<file path="config.mk">
export PLATFORM = sky130hd
export DESIGN_NAME = uart_ns_tx_fifo
export DESIGN_NICKNAME = d
export VERILOG_FILES = /design/src/rtl/uart_ns_tx_fifo.sv
export SDC_FILE = /design/constraint.sdc
export NUM_CORES = 1
export LEC_CHECK = 0
export CORE_ASPECT_RATIO = 1.75
export CORE_MARGIN = 10
export CORE_UTILIZATION = 25
export CTS_CLUSTER_DIAMETER = 60
export DETAILED_ROUTE_END_ITERATION = 6
export PLACE_DENSITY = 0.54
export SLEW_MARGIN = 20
export SYNTH_ARGS = -nofsm -noshare
export SYNTH_HDL_FRONTEND = slang
export SYNTH_SLANG_ARGS = --single-unit
</file>
<file path="constraint.sdc">
create_clock -name clk -period 3.4 [get_ports clk]
set_input_delay 0.68 -clock clk [delete_from_list [all_inputs] [get_ports clk]]
set_output_delay 0.68 -clock clk [all_outputs]
set_load 0.005 [all_outputs]
</file>
<file path="src/rtl/uart_ns_tx_fifo.sv">
// rtl/uart_ns_tx_fifo.sv - buffered UART transmitter, 5-8 data bits, parity, 1/2 stop bits
// Optional line-break support is compiled in with UART_NS_TX_BREAK_EN.
module uart_ns_tx_fifo #(
    parameter int DATA_W     = 8,
    parameter int DIV_W      = 16,
    parameter int FIFO_DEPTH = 8,
    parameter int CNT_W      = $clog2(FIFO_DEPTH) + 1
) (
    input  logic              clk,
    input  logic              rst,
    input  logic [DATA_W-1:0] tx_data_i,
    input  logic              valid_i,
    output logic              ready_o,
    input  logic [DIV_W-1:0]  baud_div_i,
    input  logic [1:0]        data_bits_i,
    input  logic              parity_en_i,
    input  logic              parity_odd_i,
    input  logic              two_stop_bits_i,
    input  logic              break_i,
    output logic              tx_pin_o,
    output logic              busy_o,
    output logic [CNT_W-1:0]  fifo_count_o,
    output logic              fifo_empty_o
);
    localparam int PTR_W = $clog2(FIFO_DEPTH);

    typedef enum logic [2:0] {IDLE, START, DATA, PARITY, STOP} state_t;

    state_t            state, state_next;
    logic [DATA_W-1:0] mem [FIFO_DEPTH];
    logic [PTR_W-1:0]  wr_ptr, rd_ptr;
    logic [CNT_W-1:0]  count;
    logic [DIV_W-1:0]  div_q, baud_cnt, div_in;
    logic [2:0]        nbits_m1, bit_idx;
    logic [DATA_W-1:0] shreg, mask;
    logic              par_en_q, par_val_q, two_stop_q, stop_left, tx_q;
    logic              push, pop, bit_end, pop_block, force_low, line_next, par_in;

    assign div_in       = (baud_div_i == '0) ? DIV_W'(1) : baud_div_i;
    assign bit_end      = (baud_cnt == '0);
    assign ready_o      = (count != CNT_W'(FIFO_DEPTH));
    assign push         = valid_i && ready_o;
    assign busy_o       = (state != IDLE);
    assign fifo_count_o = count;
    assign fifo_empty_o = (count == '0) && (state == IDLE);
    assign tx_pin_o     = tx_q;

`ifdef UART_NS_TX_BREAK_EN
    // Holds off new start bits for one full bit period after break releases.
    logic [DIV_W-1:0] hold_cnt;
    always_ff @(posedge clk) begin
        if (rst)                  hold_cnt <= '0;
        else if (break_i)         hold_cnt <= div_in;
        else if (hold_cnt != '0)  hold_cnt <= hold_cnt - DIV_W'(1);
    end
    assign pop_block = break_i || (hold_cnt != '0);
    assign force_low = break_i;
`else
    logic unused_break;
    assign unused_break = break_i;
    assign pop_block    = 1'b0;
    assign force_low    = 1'b0;
`endif

    // Parity over only the N bits that will actually be sent.
    always_comb begin
        mask = '0;
        for (int i = 0; i < DATA_W; i++) mask[i] = (i < int'(data_bits_i) + 5);
        par_in = (^(mem[rd_ptr] & mask)) ^ parity_odd_i;
    end

    always_comb begin
        state_next = state;
        pop        = 1'b0;
        case (state)
            IDLE: if (count != '0 && !pop_block) begin
                pop        = 1'b1;
                state_next = START;
            end
            START:  if (bit_end) state_next = DATA;
            DATA:   if (bit_end && bit_idx == nbits_m1) state_next = par_en_q ? PARITY : STOP;
            PARITY: if (bit_end) state_next = STOP;
            STOP: if (bit_end && !stop_left) begin
                if (count != '0 && !pop_block) begin
                    pop        = 1'b1;
                    state_next = START;
                end else begin
                    state_next = IDLE;
                end
            end
            default: state_next = IDLE;
        endcase

        case (state_next)
            START:   line_next = 1'b0;
            DATA:    line_next = (state == DATA && bit_end) ? shreg[1] : shreg[0];
            PARITY:  line_next = par_val_q;
            default: line_next = 1'b1;
        endcase
        if (force_low) line_next = 1'b0;
    end

    always_ff @(posedge clk) begin
        if (push) mem[wr_ptr] <= tx_data_i;
    end

    always_ff @(posedge clk) begin
        if (rst) begin
            state      <= IDLE;
            wr_ptr     <= '0;
            rd_ptr     <= '0;
            count      <= '0;
            tx_q       <= 1'b1;
            div_q      <= DIV_W'(1);
            baud_cnt   <= '0;
            nbits_m1   <= 3'd7;
            bit_idx    <= '0;
            shreg      <= '0;
            par_en_q   <= 1'b0;
            par_val_q  <= 1'b0;
            two_stop_q <= 1'b0;
            stop_left  <= 1'b0;
        end else begin
            state <= state_next;
            tx_q  <= line_next;
            if (push) wr_ptr <= wr_ptr + PTR_W'(1);
            if (pop)  rd_ptr <= rd_ptr + PTR_W'(1);
            if (push && !pop)      count <= count + CNT_W'(1);
            else if (pop && !push) count <= count - CNT_W'(1);

            if (pop) begin
                div_q      <= div_in;
                baud_cnt   <= div_in - DIV_W'(1);
                shreg      <= mem[rd_ptr];
                nbits_m1   <= 3'd4 + {1'b0, data_bits_i};
                par_en_q   <= parity_en_i;
                par_val_q  <= par_in;
                two_stop_q <= two_stop_bits_i;
                bit_idx    <= '0;
                stop_left  <= 1'b0;
            end else if (state != IDLE) begin
                if (bit_end) begin
                    baud_cnt <= div_q - DIV_W'(1);
                    if (state == DATA) begin
                        shreg   <= shreg >> 1;
                        bit_idx <= bit_idx + 3'd1;
                    end
                    if (state_next == STOP && state != STOP) stop_left <= two_stop_q;
                    else if (state == STOP)                   stop_left <= 1'b0;
                end else begin
                    baud_cnt <= baud_cnt - DIV_W'(1);
                end
            end
        end
    end
endmodule

</file>
==> qor_table.md <==
| Step | Metric | This run |
|:---|:---|:---|
| clocking | Clock transition time at the flip-flop clock pins of the worst setup and hold paths | 0.06 ns |
| timing | Clk_skew | 0.0106 ns |
| power and ir drop | Fraction of power consumed by sequential logic | 30.2% |
| clocking | TritonCTS buffer count | 17 |
| floorplan | Core area | 24,500 µm² |
| critical path | Classification of the worst setup path | flip-flop to output port |
| global route | Global-route wire length before repair | 24,500 µm |
| drt | Number of detailed-route iterations in the first pass | 4 |
| synth | Number of standard cells after synthesis | 564 |
| synth | Yosys top cell area share | 31.0% |
| drt | DRC violation count after routing | 0 |
| cells and area | Area Growth Syn to Fin | 24.0% |
| floorplan | Die Footprint | 31,700 µm² |
| power and ir drop | Switching portion of total power | 36.6% |
| power and ir drop | Part of the power in the clock network | 27.9% |
| synth | Most common flop cell mapped by yosys | dfxtp_1 |
| clocking | Number of setup buffers added after CTS | 0 |
| cells and area | Final-layout fill cell count | 2,548 |
| drt | Average wire length per cell after detail routing | 16.3 µm |
| timing | Final max-slew violation count | 0 |
| synth | Syn. warnings | 0 |
| synth | Top post-synthesis cells by area | edfxtp_1 (31%), dfxtp_1 (21%), mux2i_1 (5.5%), nand2_1 (3.6%), nor2_1 (3.2%) |
| synth | Share of synthesized flip-flops with an asynchronous set or reset | 0% |
| drt | Total number of vias | 4,465 |
| synth | Seq cells post-synth | 130 |
| critical path | Setup crit end kind | output port |
| timing | Final worst setup slack | 0.178 ns |
| global route | Pin count of the biggest net entering global routing | 44 |
| global route | Number of global-route vias before repair | 4,533 |
| drt | DRC violation total after the first TritonRoute iteration | 171 |
| drt | Average vias per placed instance | 4.74 |
| critical path | Max FO, Critical Path | 6 |
| synth | Cell with the most instances after synthesis | dfxtp_1 |
| timing | RSZ-0062 raised after global routing | false |
| global route | Final global-route overflow total | 0 |
| place | Total placed cells including tap cells | 909 |
| critical path | Endpoint arrival time on the critical path | 2.54 ns |
| timing | Hold Violations, Final | 0 |
| timing | Setup-violating endpoint count in the final report | 0 |
| power and ir drop | Net switching component of the power | 2.65 mW |
| synth | Mean instance size in the synthesized netlist | 11.0 µm² |
| cells and area | Number of nets in the layout | 657 |
| global route | Overall Global Routing Usage | 9.56% |
| floorplan | DIE HEIGHT | 228 µm |
| timing | Worst slew margin relative to its limit | 63.9% |
| power and ir drop | P per Cell Area | 943 nW/µm² |
| cells and area | Final design area excluding fillers | 7670 µm² |
| drt | Antenna Violating Nets Remaining | 0 |
| place | Placement-stage cell area | 7020 µm² |
| timing | Maximum clock frequency | 310 MHz |
| cells and area | N_diodes | 0 |
| synth | Summed instance area of the synthesized netlist | 6190 µm² |
| drt | Final routed wirelength across all metal layers | 15,300 µm |
| timing | Min cycle time layout | 3.22 ns |
| floorplan | Horiz. Die Dim | 139 µm |
| cells and area | Post-Layout Cell Count | 941 |
| power and ir drop | P_leak | 2.65 nW |
| power and ir drop | Share of power burned in combinational logic | 41.9% |
| cells and area | Proportion of layout cells with a drive suffix above 1 | 14.3% |
| clocking | Clock root buffer | clkbuf_16 |
| place | GPL Wtd Cong | 0.794 |
| synth | Count of flip-flops with a built-in enable after synthesis | 64 |
| run status | Result of the run | completed |
| timing | Sum Neg Setup Slack | 0 ns |
| clocking | Total of cells resized after clock tree synthesis | 0 |
| flow run | Reported max-cap violation count | 0 |
| clocking | Clock sink count | 130 |
| critical path | CP Data Required Time | 2.72 ns |
| floorplan | Std-Cell Rows | 76 |
| synth | Sequential element share of the synthesized area | 52.4% |
| place | Placement Setup Slack | 0.160 ns |
| synth | Netlist cell types | 73 |
| place | Number of buffers inserted by port buffering | 39 |
| clocking | Maximum number of buffers from clock root to sink | 2 |
| clocking | Clock Latency Late Sink | 0.42 ns |
| clocking | H-tree levels | 4 |
| clocking | Number of hold buffers added after CTS | 0 |
| hold path | Type of the tightest min-delay check | flip-flop to flip-flop |
| timing | Tightest Pin Transition | 0.541 ns |
| power and ir drop | Peak supply drop | 0.000481 V |
| global route | Antenna violations before repair | 0 |
| place | HPWL reported at the end of detailed placement | 11,000 µm |
| power and ir drop | Internal cell power | 4.59 mW |
| synth | Leading cell types by count after synthesis | dfxtp_1 (66), edfxtp_1 (64), nand2_1 (60) |
| synth | Net count after synthesis | 605 |
| critical path | Critical path launch point type | flip-flop |
| power and ir drop | Final total power | 7.24 mW |
| synth | Biggest area consumer among synthesized cells | edfxtp_1 |
| clocking | TritonCTS clock tree | done |
| timing | Final critical-path share of the clock period | 94.8% |
| floorplan | Number of top-level pins | 41 |
| floorplan | Starting Density | 25.2% |
kinds of logic after synthesis:
| logic type | synth area share (%) |
|---|---|
| AOI/OAI and AO/OA | 14.9 |
| xor gates and xnor gates | 3.58 |
| adders and majority gates | 1.74 |
| buffers and inverters | 3.01 |
| DFF | 52.4 |
| muxes | 8.04 |
| and+or+nand+nor | 16.4 |
layout by cell type (no fill, tap or decap), drive strengths merged, types with 5 or more instances in the layout:
cell type       n
mux2i          34
clkinv          6
ha              7
nand3          10
o21a            6
a22o            5
a211oi         18
o21ai          11
clkbuf         17
nor2           55
dfxtp          66
or3             5
o211ai          6
and2            5
mux4            6
nor3           19
xor2            6
a21o            6
bufinv          5
xnor2          14
edfxtp         64
nand2b          6
clkdlybuf4s50  38
nor4           15
nand2          61
nand4           5
inv             8
buf            27
nand3b          6
a21oi          35
critical path, stage by stage (launching register included):
cell             delay (ns)
dfxtp_1                0.33
buf_4                  0.17
or4_2                  0.71
or2_2                  0.35
clkinv_1               0.08
clkdlybuf4s50_1        0.50
power by group through the flow:
stage / sequential [mW] / combinational (mW) / clock (mW)
2_1_floorplan: 2.14 / 2.27 / 0
3_3_place_gp: 2.22 / 3.01 / 0
3_5_place_dp: 2.23 / 3.05 / 0
4_1_cts: 2.20 / 3.07 / 2.06
5_1_grt: 2.23 / 3.35 / 2.13
6_report: 2.19 / 3.03 / 2.02
final timing paths:
kind	cells after the start	slack, ns	start	end
worst min-delay path	2	0.45	div_q[10]	div_q[10]
worst min register to register	2	0.45	div_q[10]	div_q[10]
worst max register to register	12	0.46	baud_cnt[14]	fifo_count_o[3]
worst max-delay path	5	0.18	fifo_count_o[0]	fifo_empty_o
cell type report:
cell class                      instances  area, µm²  share of cell area [%]
Timing Repair Buffer                   65        593                    7.73
Multi-Input combinational cell        396       2770                    36.1
Inverter                                6       25.0                   0.326
Tap cell                              312        390                    5.09
Sequential cell                       130       3240                    42.3
Clock inverter                         15        230                    3.00
Clock buffer                           17        425                    5.54
layer usage:
layer	wire (µm)	up-vias	GRT usage (%)
met2	8600	83	17.8
met4	354	0	3.73
met3	515	25	2.37
met5	0	-	0
li1	-	2214	-
met1	5870	2143	9.91
flip-flops by register name, summed over array words and instances (netlist names), named ones only:
| signal | cells |
|---|---|
| baud_cnt | 16 |
| bit_idx | 3 |
| div_q | 16 |
| fifo_count_o | 4 |
| mem | 64 |
| nbits_m1 | 2 |
| par_en_q | 1 |
| par_val_q | 1 |
| rd_ptr | 3 |
| shreg | 8 |
| state | 3 |
| stop_left | 1 |
| two_stop_q | 1 |
| tx_pin_o | 1 |
| wr_ptr | 3 |
stage by stage:
| step | utilization (%) | hold WS [ns] |
|---|---|---|
| global placement | 28.6 | 0.435 |
| finish | 31.3 | 0.451 |
| CTS | 31.3 | 0.455 |
| floorplan | - | 0.426 |
| detailed placement | 28.6 | 0.446 |
| global route | 31.3 | 0.460 |
No activity file was read; power rests on OpenSTA's default activity.
